### config.mk
export PLATFORM = sky130hd
export DESIGN_NAME = unidade_controle
export DESIGN_NICKNAME = d
export VERILOG_FILES = /design/src/rtl/cpu_pkg.sv /design/src/rtl/unidade_controle_decod_passo.sv /design/src/rtl/unidade_controle.sv
export SDC_FILE = /design/constraint.sdc
export NUM_CORES = 1
export LEC_CHECK = 0
export CORE_MARGIN = 5
export CORE_UTILIZATION = 30
export CTS_BUF_LIST = sky130_fd_sc_hd__clkbuf_2
export DETAILED_ROUTE_END_ITERATION = 7
export SLEW_MARGIN = 15
export SYNTH_ARGS = -nofsm -noshare
export SYNTH_HDL_FRONTEND = slang
export SYNTH_SLANG_ARGS = --single-unit
### constraint.sdc
create_clock -name clock -period 3.5 [get_ports clock]
set_input_delay 1.05 -clock clock [delete_from_list [all_inputs] [get_ports clock]]
set_output_delay 1.05 -clock clock [all_outputs]
set_load 0.005 [all_outputs]
### src/rtl/cpu_pkg.sv
// Shared definitions for the 4-bit CPU: register control codes, ALU selects,
// opcodes and controller states.
package cpu_pkg;

    localparam logic [3:0] CLEAR  = 4'd0;
    localparam logic [3:0] LOAD   = 4'd1;
    localparam logic [3:0] HOLD   = 4'd2;
    localparam logic [3:0] SHIFTR = 4'd3;

    localparam logic [3:0] TULA_SOMA = 4'h0;
    localparam logic [3:0] TULA_NADA = 4'hF;

    typedef enum logic [2:0] {
        OP_NOP    = 3'd0,
        OP_CLR    = 3'd1,
        OP_LDX    = 3'd2,
        OP_ADD    = 3'd3,
        OP_SHR    = 3'd4,
        OP_STZ    = 3'd5,
        OP_LDADD  = 3'd6,
        OP_REPADD = 3'd7
    } opcode_t;

    typedef enum logic [1:0] {
        IDLE   = 2'd0,
        EXEC   = 2'd1,
        EXEC2  = 2'd2,
        REPETE = 2'd3
    } estado_t;

    typedef struct packed {
        logic [3:0] tx;
        logic [3:0] ty;
        logic [3:0] tz;
        logic [3:0] tula;
    } ctrl_t;

    localparam ctrl_t CTRL_OCIOSO = {HOLD, HOLD, HOLD, TULA_NADA};
    localparam ctrl_t CTRL_SOMA   = {HOLD, LOAD, HOLD, TULA_SOMA};
    localparam ctrl_t CTRL_LDX    = {LOAD, HOLD, HOLD, TULA_NADA};

endpackage

### src/rtl/unidade_controle_decod_passo.sv
// Combinational map from (step state, opcode) to the register and ALU control
// codes driven during that step.
module decod_passo
    import cpu_pkg::*;
(
    input  estado_t passo,
    input  opcode_t opcode,
    input  logic    arg_zero,
    output ctrl_t   ctrl
);

    always_comb begin
        ctrl = CTRL_OCIOSO;
        unique case (passo)
            IDLE: ctrl = CTRL_OCIOSO;
            EXEC: begin
                unique case (opcode)
                    OP_NOP:    ctrl = CTRL_OCIOSO;
                    OP_CLR:    ctrl = {CLEAR, CLEAR, CLEAR, TULA_NADA};
                    OP_LDX:    ctrl = CTRL_LDX;
                    OP_ADD:    ctrl = CTRL_SOMA;
                    OP_SHR:    ctrl = {HOLD, SHIFTR, HOLD, TULA_NADA};
                    OP_STZ:    ctrl = {HOLD, HOLD, LOAD, TULA_NADA};
                    OP_LDADD:  ctrl = CTRL_LDX;
                    // A zero repeat count degenerates to a single idle step.
                    OP_REPADD: ctrl = arg_zero ? CTRL_OCIOSO : CTRL_SOMA;
                    default:   ctrl = CTRL_OCIOSO;
                endcase
            end
            EXEC2:   ctrl = CTRL_SOMA;
            REPETE:  ctrl = CTRL_SOMA;
            default: ctrl = CTRL_OCIOSO;
        endcase
    end

endmodule

### src/rtl/unidade_controle.sv
// Instruction sequencer: accepts one instruction over valid/ready and drives
// registered per-step control codes for the X, Y and Z registers and the ALU.
module unidade_controle
    import cpu_pkg::*;
#(
    parameter int W_DADO = 4,
    parameter int W_CONT = 4
) (
    input  logic              clock,
    input  logic              resetn,
    input  logic [6:0]        instr,
    input  logic              instr_valid,
    output logic              instr_ready,
    output logic [W_DADO-1:0] dado_x,
    output logic [3:0]        tx,
    output logic [3:0]        ty,
    output logic [3:0]        tz,
    output logic [3:0]        tula,
    output logic              ocupado,
    output logic              fim
);

    localparam logic [W_CONT-1:0] CONT_UM   = W_CONT'(1);
    localparam logic [W_CONT-1:0] CONT_DOIS = W_CONT'(2);

    estado_t             estado_q, estado_d;
    opcode_t             op_q, op_d;
    logic [W_DADO-1:0]   dado_q, dado_d;
    logic [W_CONT-1:0]   cont_q, cont_d;
    ctrl_t               ctrl_q, ctrl_d;
    logic                fim_q, fim_d;
    logic                ocupado_q;
    logic                ready_q;

    opcode_t             op_in;
    logic [W_CONT-1:0]   arg_cont;
    logic                aceita;

    assign op_in    = opcode_t'(instr[6:4]);
    assign arg_cont = W_CONT'(instr[3:0]);
    assign aceita   = instr_valid & ready_q;

    // Next-state logic; fim_d flags that the step being entered is the last.
    always_comb begin
        estado_d = estado_q;
        op_d     = op_q;
        dado_d   = dado_q;
        cont_d   = cont_q;
        fim_d    = 1'b0;
        unique case (estado_q)
            IDLE: begin
                if (aceita) begin
                    estado_d = EXEC;
                    op_d     = op_in;
                    dado_d   = W_DADO'(instr[3:0]);
                    cont_d   = arg_cont;
                    fim_d    = !((op_in == OP_LDADD) ||
                                 ((op_in == OP_REPADD) && (arg_cont > CONT_UM)));
                end
            end
            EXEC: begin
                if (op_q == OP_LDADD) begin
                    estado_d = EXEC2;
                    fim_d    = 1'b1;
                end else if ((op_q == OP_REPADD) && (cont_q > CONT_UM)) begin
                    estado_d = REPETE;
                    cont_d   = cont_q - CONT_UM;
                    fim_d    = (cont_q == CONT_DOIS);
                end else begin
                    estado_d = IDLE;
                end
            end
            EXEC2: estado_d = IDLE;
            REPETE: begin
                // The count is tested before decrementing, so it never wraps.
                if (cont_q > CONT_UM) begin
                    cont_d = cont_q - CONT_UM;
                    fim_d  = (cont_q == CONT_DOIS);
                end else begin
                    estado_d = IDLE;
                end
            end
            default: estado_d = IDLE;
        endcase
    end

    // Codes are decoded from the next state so they are valid for the whole step.
    decod_passo u_decod_passo (
        .passo    (estado_d),
        .opcode   (op_d),
        .arg_zero (cont_d == '0),
        .ctrl     (ctrl_d)
    );

    always_ff @(posedge clock or negedge resetn) begin
        if (!resetn) begin
            estado_q  <= IDLE;
            op_q      <= OP_NOP;
            dado_q    <= '0;
            cont_q    <= '0;
            ctrl_q    <= CTRL_OCIOSO;
            fim_q     <= 1'b0;
            ocupado_q <= 1'b0;
            ready_q   <= 1'b1;
        end else begin
            estado_q  <= estado_d;
            op_q      <= op_d;
            dado_q    <= dado_d;
            cont_q    <= cont_d;
            ctrl_q    <= ctrl_d;
            fim_q     <= fim_d;
            ocupado_q <= (estado_d != IDLE);
            ready_q   <= (estado_d == IDLE);
        end
    end

    assign instr_ready = ready_q;
    assign dado_x      = dado_q;
    assign tx          = ctrl_q.tx;
    assign ty          = ctrl_q.ty;
    assign tz          = ctrl_q.tz;
    assign tula        = ctrl_q.tula;
    assign ocupado     = ocupado_q;
    assign fim         = fim_q;

endmodule
==> impl_metrics.py <==
metrics = {
    "detailed_routing": {
        "ant_nets": 0,
        "wl_mm": 2.68,
        "viasPerCell": 4.78,
        "wl_per_cell_um": 13.9,
        "via_count": 923,
        "drc": 0,
        "first_pass_iters": 4,
        "drt_iter0_markers": 108,
    },
    "global_route": {
        "grt.total_usage": 0.108,
        "grt_antenna_before_repair": 0,
        "grt_start_max_net_pins": 24,
        "grt_first_pass_wirelength_mm": 4.37,
        "grt_overflow": 0,
        "grt_pass1_vias": 907,
    },
    "logic_synthesis": {
        "synthSimpleGateAreaFrac": 0.213,
        "synth-compound-area-share": 0.144,
        "yosysTopAreaCell": "dfrtp_1",
        "avgSynthCellArea_um2": 9.90,
        "synth_edf_count": 0,
        "synth_area_leaders": "dfrtp_1 39%, dfstp_2 11%, nand2_1 7.1%",
        "synth_cell_types": 40,
        "synth-async-reset-ratio": 1.00,
        "synth_xor_area_frac": 0,
        "synth_adder_area_share": 0.0324,
        "synth_most_common_cell": "nand2_1",
        "muxShareOfSynthArea": 0.00864,
        "synth_area_um2": 1160,
        "synth_top_area_frac": 0.389,
        "ys_ff_latch": 23,
        "synth.yosys.seq_area_share": 0.502,
        "ys_warn_count": 0,
        "syn_inst": 117,
        "synth_top_family_by_area": "simple AND/OR/NAND/NOR gates",
        "synth_ff_type": "dfrtp_1",
        "synth.cells.most_frequent": "22 x nand2_1, 18 x dfrtp_1, 10 x buf_4",
    },
    "sta": {
        "max_clock_freq_mhz": 320,
        "slew_violations": 0,
        "holdWs_ps": 512,
        "min_period_over_period": 0.893,
        "setup_viol": 0,
        "post-route-min-period_ps": 3120,
        "rsz0062_at_grt": "false",
        "finalWorstSetupSlack_ps": 375,
        "skew_ps": 1.30,
        "timing.setup.tns_ps": 0,
        "hold_viol": 0,
    },
    "power_and_ir_drop": {
        "p_int_uw": 679,
        "power_frac_comb": 0.474,
        "leakagePower_nw": 0.665,
        "switching_power_uw": 427,
        "power_frac_seq": 0.428,
        "cellPowerDensity_nw_per_um2": 752,
        "p_clk_frac": 0.099,
        "peakVddDrop_uv": 261,
        "swShare": 0.386,
    },
    "clock_tree": {
        "cts_setup_buffers": 0,
        "cts_buffers": 3,
        "cts_buffer_depth": 2,
        "htree_num_levels": 1,
        "clk_pin_slew_ps": 220,
        "cts_hold_buf": 0,
        "cts_resized": 0,
        "cts_sinks": 23,
        "cts_root_buffer": "clkbuf_2",
        "cts_tree": "built",
        "clk_latency_ps": 330,
    },
    "placement": {
        "dpl_cell_area_um2": 1450,
        "gp_congestion": 0.848,
        "port_buffers": 26,
        "post-place-cells": 189,
        "dp_hpwl_mm": 2.08,
        "place_ws_ps": 15.6,
    },
    "die": {
        "start_util": 0.314,
        "core_area_um2": 3690,
        "dieArea_um2": 5200,
        "top_level_ports": 33,
        "num_rows": 22,
        "die_height_um": 72.1,
        "die_x_um": 72.1,
    },
    "critical_path": {
        "crit_arrival_ps": 3370,
        "crit_fanout": 3,
        "critical_path.startpoint_type": "input port",
        "critPathRequiredTime_ps": 3750,
        "end_kind": "flop",
        "crit_type": "input port to flop",
    },
    "cells_and_area": {
        "nNetsFinal": 159,
        "syn_to_final_growth_pct": 27.0,
        "antenna_cells": 0,
        "final_area_um2": 1470,
        "drive_gt1_frac": 0.138,
        "stdcell_count": 193,
    },
    "outcome": {
        "outcome": "finished, final reports clean",
    },
    "flow_run": {
        "cap_viol_max_count": 0,
    },
    "min_path": {
        "hold_class": "flop to flop",
    },
}
-- layout make-up --
cell class	count	area, um^2
clock buffer	3	15.0
clock inverter	1	7.51
fill	367	2220
inverter	9	33.8
multi-input combinational	79	483
sequential	23	582
tap	48	60.1
timing repair buffer	30	290
-- registers in the layout, indices dropped and copies added, names as in the netlist, 2 cells and up --
register	flops
dado_x	4
estado_q	2
cont_q	4
ty	2
op_q	3
tx	2
tz	2
-- through the flow --
| stage | power, mW | utilization |
|---|---|---|
| after floorplan | 0.763 | - |
| after global placement | 0.991 | 0.393 |
| after detailed placement | 1.00 | 0.393 |
| after CTS | 1.12 | 0.399 |
| after global routing | 1.20 | 0.399 |
| final | 1.11 | 0.399 |
-- layout by cell type, fill, tap and decap left out, types with 4 or more instances in the layout --
cell	n
nand2_1	22
clkdlybuf4s50_1	26
inv_1	9
conb_1	6
buf_4	4
dfrtp_1	18
nor2_1	8
dfstp_2	5
-- worst max-delay path, stage by stage --
cell	delay, ps
clkdlybuf4s50_1	450
and4bb_2	270
and2_4	160
a311o_1	330
a2111o_1	400
o311a_1	360
or3_1	350
-- cells by family (layout without fill, tap and decap cells) --
logic type | Yosys count | after routing
simple gates | 48 | 48
compound gates | 21 | 21
flops | 23 | 23
other cells | 1 | 6
buf+inv | 20 | 43
mux | 1 | 1
fa+ha+maj | 3 | 3
-- power groups by stage --
stage               Combinational, mW  Clock (mW)  Sequential, mW
floorplan                       0.307           0           0.457
global placement                0.514           0           0.477
detailed placement              0.523           0           0.480
CTS                             0.528       0.115           0.474
global route                    0.582       0.123           0.493
finish                          0.524       0.109           0.473
-- per-layer routing --
metal,up-vias,share of wire,track usage
li1,447,-,-
met1,437,0.47,0.154
met2,37,0.45,0.162
met3,2,0.070,0.0125
met4,0,0.0093,0.0501
met5,-,0,0
-- final timing paths --
kind	to	slack [ps]	start	depth (start not counted)
setup / recovery	ty[0]$_DFF_PN0_	380	instr_valid	7
hold / removal	dado_x[0]$_DFFE_PN0P_	510	dado_x[0]$_DFFE_PN0P_	2
setup reg to reg	ty[0]$_DFF_PN0_	470	cont_q[0]$_DFF_PN0_	8
hold reg to reg	dado_x[0]$_DFFE_PN0P_	510	dado_x[0]$_DFFE_PN0P_	2
max in group asynchronous	ty[1]$_DFF_PN1_	2180	resetn	2
min in group asynchronous	fim$_DFF_PN0_	1030	resetn	2
(Power assumes the default switching activity.)
==> edit 1 (config.mk and constraints unchanged) <==
Put a register stage on the output `tx`, cleared by the reset. The value now appears one clock later. The other outputs are not delayed to match.
--- a/src/rtl/unidade_controle.sv
+++ b/src/rtl/unidade_controle.sv
@@ -22,6 +22,8 @@
 
     localparam logic [W_CONT-1:0] CONT_UM   = W_CONT'(1);
     localparam logic [W_CONT-1:0] CONT_DOIS = W_CONT'(2);
+
+    logic [3:0] tx_d;
 
     estado_t             estado_q, estado_d;
     opcode_t             op_q, op_d;
@@ -116,11 +118,19 @@
 
     assign instr_ready = ready_q;
     assign dado_x      = dado_q;
-    assign tx          = ctrl_q.tx;
+    assign tx_d        = ctrl_q.tx;
     assign ty          = ctrl_q.ty;
     assign tz          = ctrl_q.tz;
     assign tula        = ctrl_q.tula;
     assign ocupado     = ocupado_q;
     assign fim         = fim_q;
 
+    always_ff @(posedge clock or negedge resetn) begin
+        if (!resetn) begin
+            tx <= '0;
+        end else begin
+            tx <= tx_d;
+        end
+    end
+
 endmodule
Check against the original RTL: not equivalent (a bounded check fails within 4 cycles, from zero or initial values and one cycle with resetn low).
==> edit 1 against the original RTL <==
Wire length is 2.3% higher; sequential power increased by 5.9%; global-route usage about the same; critical path depth unchanged; maximum frequency rose by 0.79%; synthesized area rose by 4.3%; setup slack improved by 0.024 ns; sequential cell count is 2 higher; total power increased by 2.3%; synthesized cell count grew 1.7%; final area is 3.1% higher; critical path type unchanged.
==> edit 1: results (changes against the original RTL) <==
Synth
  • Synth cell count leaders: nand2_1, dfrtp_1, buf_4
  • Cell count after synthesis: 119 (+1.7%)
  • Synth Warn #: 0 (unchanged)
  • Seq/Total Area, Yosys: 52.3% (+2.1 points)
  • Fraction of registers with async set/reset: 100% (unchanged)
  • Synth top area cells: dfrtp_1, dfstp_2, nand2_1
  • Synth cell types: 40 (unchanged)

Place
  • Placement Setup Slack: 0.0234 ns (+0.00774 ns)
  • Hpwl dp: 2160 µm (+4.1%)
  • Final GP Congestion: 0.889 (+4.9%)
  • I/O Buffers: 26 (unchanged)
  • Placed cell area: 1490 µm² (+3.1%)
  • Placed Cells: 192 (+1.6%)

Routing
  • Drt first pass iters: 4 (unchanged)
  • Routed length on met1: 1190 µm (-6.1%)
  • DR iter-0 viols: 84 (-22%)
  • Drt wl/cell: 14.0 µm (+0.71%)
  • Met2 routed WL: 1340 µm (+12%)
  • Final wirelength: 2740 µm (+2.3%)
  • Max Used Layer: met4
  • Metal3 WL: 161 µm (-14%)
  • Routed vias: 952 (+3.1%)

Min path
  • Hold EP: tx[0]$_DFF_PN0_
  • Hold path start: tx_d[0]$_DFF_PN0_
  • Hold Path Class: reg2reg
  • Hold path cells: 0 (-2)

Layout
  • Antenna Cells: 0 (unchanged)
  • NumNets Final: 160 (+0.63%)
  • Share of layout cells above drive strength 1: 13.0% (-0.78 points)

CTS
  • Post CTS Setup Buffer Count: 0 (unchanged)
  • H-tree levels: 1 (unchanged)
  • Worst-skew pair later-pin latency: 0.34 ns
  • Total CTS buffers: 3 (unchanged)
  • CTS clk-pin slew, worst paths: 0.23 ns
  • Clock buffer depth: 2 (unchanged)
  • # resized after CTS: 0 (unchanged)
  • Clock root buffer: clkbuf_2

Critical path
  • WP data arrival: 3.36 ns (about the same)
  • R2r endpoint: ty[0]$_DFF_PN0_
  • CP max FO: 3 (unchanged)
  • CP peak stage delay: 0.45 ns (about the same)
  • Worst R2R Setup Slack: 0.47 ns (about the same)
  • Slowest cell on crit path: clkdlybuf4s50_1
  • Worst reg2reg path depth: 8 (unchanged)
  • Worst R2R Start: cont_q[0]$_DFF_PN0_

Global route
  • Antenna violations before repair: 0 (unchanged)
  • Vias in the first global route: 939 (+3.5%)
  • Total track usage: 10.7% (-0.021 points)
  • Largest net degree at the start of global routing: 26 (+8.3%)
  • First-pass GRT wire length: 4440 µm (+1.4%)

Timing
  • Worst Skew: 0.00241 ns (+0.00111 ns)
  • Hold WS: 0.384 ns (-0.127 ns)

Run status
  • Status: finished clean

Power and ir drop
  • Worst VDD drop: 252 µV (-3.7%)
  • LEAKAGE: 0.683 nW (+2.8%)
[edit 1: cell count changes in the layout (fill, tap and decap cells not counted)]
cell	delta
dfrtp_1	+2
buf_4	-1
[edit 1: cell families after synthesis]
kind of cell / share of synthesized area [%]
compound gates: 13.8
buf+inv: 9.32
fa+ha+maj: 3.11
simple gates: 20.4
other cells: 0.310
flops: 52.3
mux: 0.828
[edit 1: worst max-delay path by stage]
stage	from	end	slack [ns]
floorplan	instr_valid	ty[0]$_DFF_PN0_	0.54
global placement	instr_valid	ty[0]$_DFF_PN0_	0.05
detailed placement	instr_valid	ty[0]$_DFF_PN0_	0.02
CTS	instr_valid	ty[0]$_DFF_PN0_	0.43
global route	cont_q[0]$_DFF_PN0_	ty[0]$_DFF_PN0_	0.33
finish	instr_valid	ty[0]$_DFF_PN0_	0.40
[edit 1: where the power goes]
part,total [mW],leakage (nW),internal (mW),switching [mW]
clock,0.112,0.0126,0.0265,0.0854
combinational,0.519,0.365,0.269,0.250
sequential,0.501,0.305,0.404,0.0969
[edit 1: per-layer routing]
metal / GRT usage [%] / vias to the layer above
met4: 5.84 / 0
met2: 16.7 / 36
met5: 0 / -
li1: - / 453
met3: 1.23 / 4
met1: 14.4 / 459
[edit 1: layout make-up]
| cell class | count | area [µm²] |
|---|---|---|
| flip-flops and latches | 25 | 632 |
| clock buffers | 3 | 15.0 |
| repair buffers | 29 | 283 |
| fillers | 397 | 2430 |
| clock inverters | 1 | 7.51 |
| well taps | 50 | 62.6 |
| multi-input cells | 79 | 483 |
| inverters | 9 | 33.8 |
[edit 1: critical path, delay by kind of cell]
| family | cells | cell delay (ns) |
|---|---|---|
| and+or+nand+nor | 3 | 0.77 |
| buffers and inverters | 1 | 0.45 |
| AOI/OAI and AO/OA | 3 | 1.08 |
==> edit 2 (same flow settings) <==
Made on the original files. Set the parameter `W_CONT` to 6 (it was 4).
--- a/src/rtl/unidade_controle.sv
+++ b/src/rtl/unidade_controle.sv
@@ -4,7 +4,7 @@
     import cpu_pkg::*;
 #(
     parameter int W_DADO = 4,
-    parameter int W_CONT = 4
+    parameter int W_CONT = 6
 ) (
     input  logic              clock,
     input  logic              resetn,
Function: same outputs for any inputs over 10 cycles, from zero or initial values and one cycle with resetn low; that may be too few to reach the edited logic, so the function may still have changed.
==> edit 2 against the original RTL <==
Sequential share of layout area down 4.4 points; die area increased by 26%; largest cell class is now multi-input combinational cells; utilization shrank 2.3 points; setup slack improved by 0.27 ns; total power rose by 27%; highest routed layer unchanged; synthesized area increased by 30%; worst hold slack improved by 0.014 ns; clock skew rose by 0.022 ns; wire length increased by 33%; final area increased by 22%; sequential cell count increased by 2.
==> edit 2: results (changes against the original RTL) <==
Layout
  • NumNets Final: 197 (+24%)

Timing
  • Worst Skew: 0.0234 ns (+0.0221 ns)
  • Hold WS: 0.526 ns (+0.0144 ns)

Place
  • Placed Cells: 246 (+30%)
  • Placement Setup Slack: 0.231 ns (+0.215 ns)
  • Placed cell area: 1770 µm² (+22%)
  • Final GP Congestion: 0.863 (+1.8%)
  • Hpwl dp: 2710 µm (+30%)

Synth
  • Synth cell types: 51 (+28%)
  • Synth top area cells: dfrtp_1, dfstp_2, nand2_1
  • Synth Area in XOR/XNOR: 1.16% (+1.2 points)
  • Post-synthesis compound-gate area fraction: 19.5% (+5.1 points)
  • Cell count after synthesis: 163 (+39%)
  • Synth cell count leaders: nand2_1, dfrtp_1, nor2_1
  • Mux share of post-synthesis cell area: 0.664% (-0.20 points)
  • Seq/Total Area, Yosys: 41.9% (-8.3 points)

Critical path
  • CP peak stage delay: 0.50 ns (+0.05 ns)
  • WP data arrival: 3.21 ns (-0.16 ns)
  • Slowest cell on crit path: or4_1
  • CP max FO: 14 (+11)
  • R2r endpoint: tula[2]$_DFF_PN1_
  • Worst R2R Setup Slack: 0.76 ns (+0.29 ns)

Global route
  • Total track usage: 11.8% (+1.1 points)
  • GR Util met1: 17.7% (+2.3 points)
  • Vias in the first global route: 1221 (+35%)
  • GR Layer Usage met3: 3.44% (+2.2 points)
  • Met2 Usage GRT: 16.5% (+0.32 points)

Routing
  • Drt wl/cell: 14.3 µm (+2.9%)
  • DR iter-0 viols: 130 (+20%)
  • Routed vias: 1254 (+36%)

Run status
  • Status: finished clean

CTS
  • Worst-skew pair later-pin latency: 0.37 ns (+0.04 ns)
  • CTS clk-pin slew, worst paths: 0.28 ns (+0.06 ns)

Power and ir drop
  • LEAKAGE: 0.795 nW (+20%)
[edit 2: cell count changes in the layout (fill, tap and decap cells not counted), sizes merged, moves of 3 or more]
cell	delta
nor2b	+3
nor3	+3
o21ai	+4
and3	+3
nor2	+4
and2	-3
a21oi	+3
[edit 2: cells by family (layout without fill, tap and decap cells)]
family,after synthesis,in the layout
adders and majority gates,3,3
muxes,1,1
AOI/OAI and AO/OA,38,38
buffers and inverters,26,41
and+or+nand+nor,67,67
xor gates and xnor gates,2,2
DFF,25,25
other,1,6
[edit 2: worst max path at each step]
stage	startpoint	to	slack, ns	cells past startpoint
after detailed placement	instr_valid	tula[2]$_DFF_PN1_	0.23	7
after global routing	instr_valid	tula[2]$_DFF_PN1_	0.55	7
after CTS	instr_valid	tula[2]$_DFF_PN1_	0.66	7
after global placement	instr_valid	tula[2]$_DFF_PN1_	0.26	7
final	instr_valid	tula[2]$_DFF_PN1_	0.64	7
after floorplan	instr_valid	tula[2]$_DFF_PN1_	1.00	6
[edit 2: final cells by class]
class	count	area [µm²]
tap	67	83.8
timing repair buffer	28	275
sequential	25	632
fill	488	2990
clock buffer	3	15.0
clock inverter	1	8.76
inverter	9	33.8
multi-input combinational	117	749
[edit 2: critical path, delay by kind of cell]
kind                   cells  cell delay (ns)
AND/OR/NAND/NOR            4             1.14
AO/OA/AOI/OAI              2             0.53
buffers and inverters      1             0.48
[edit 2: where the power goes]
group | switching (mW) | internal [mW] | total, mW | leakage, nW
clock network | 0.0990 | 0.0299 | 0.129 | 0.0170
registers | 0.141 | 0.400 | 0.542 | 0.311
logic | 0.366 | 0.370 | 0.736 | 0.467
total | 0.607 | 0.800 | 1.41 | 0.795
[edit 2: routing by layer]
layer	share of wire (%)	wire length, µm
met2	44	1560
met4	1.0	37
met5	0	0
met3	9.1	324
met1	46	1650
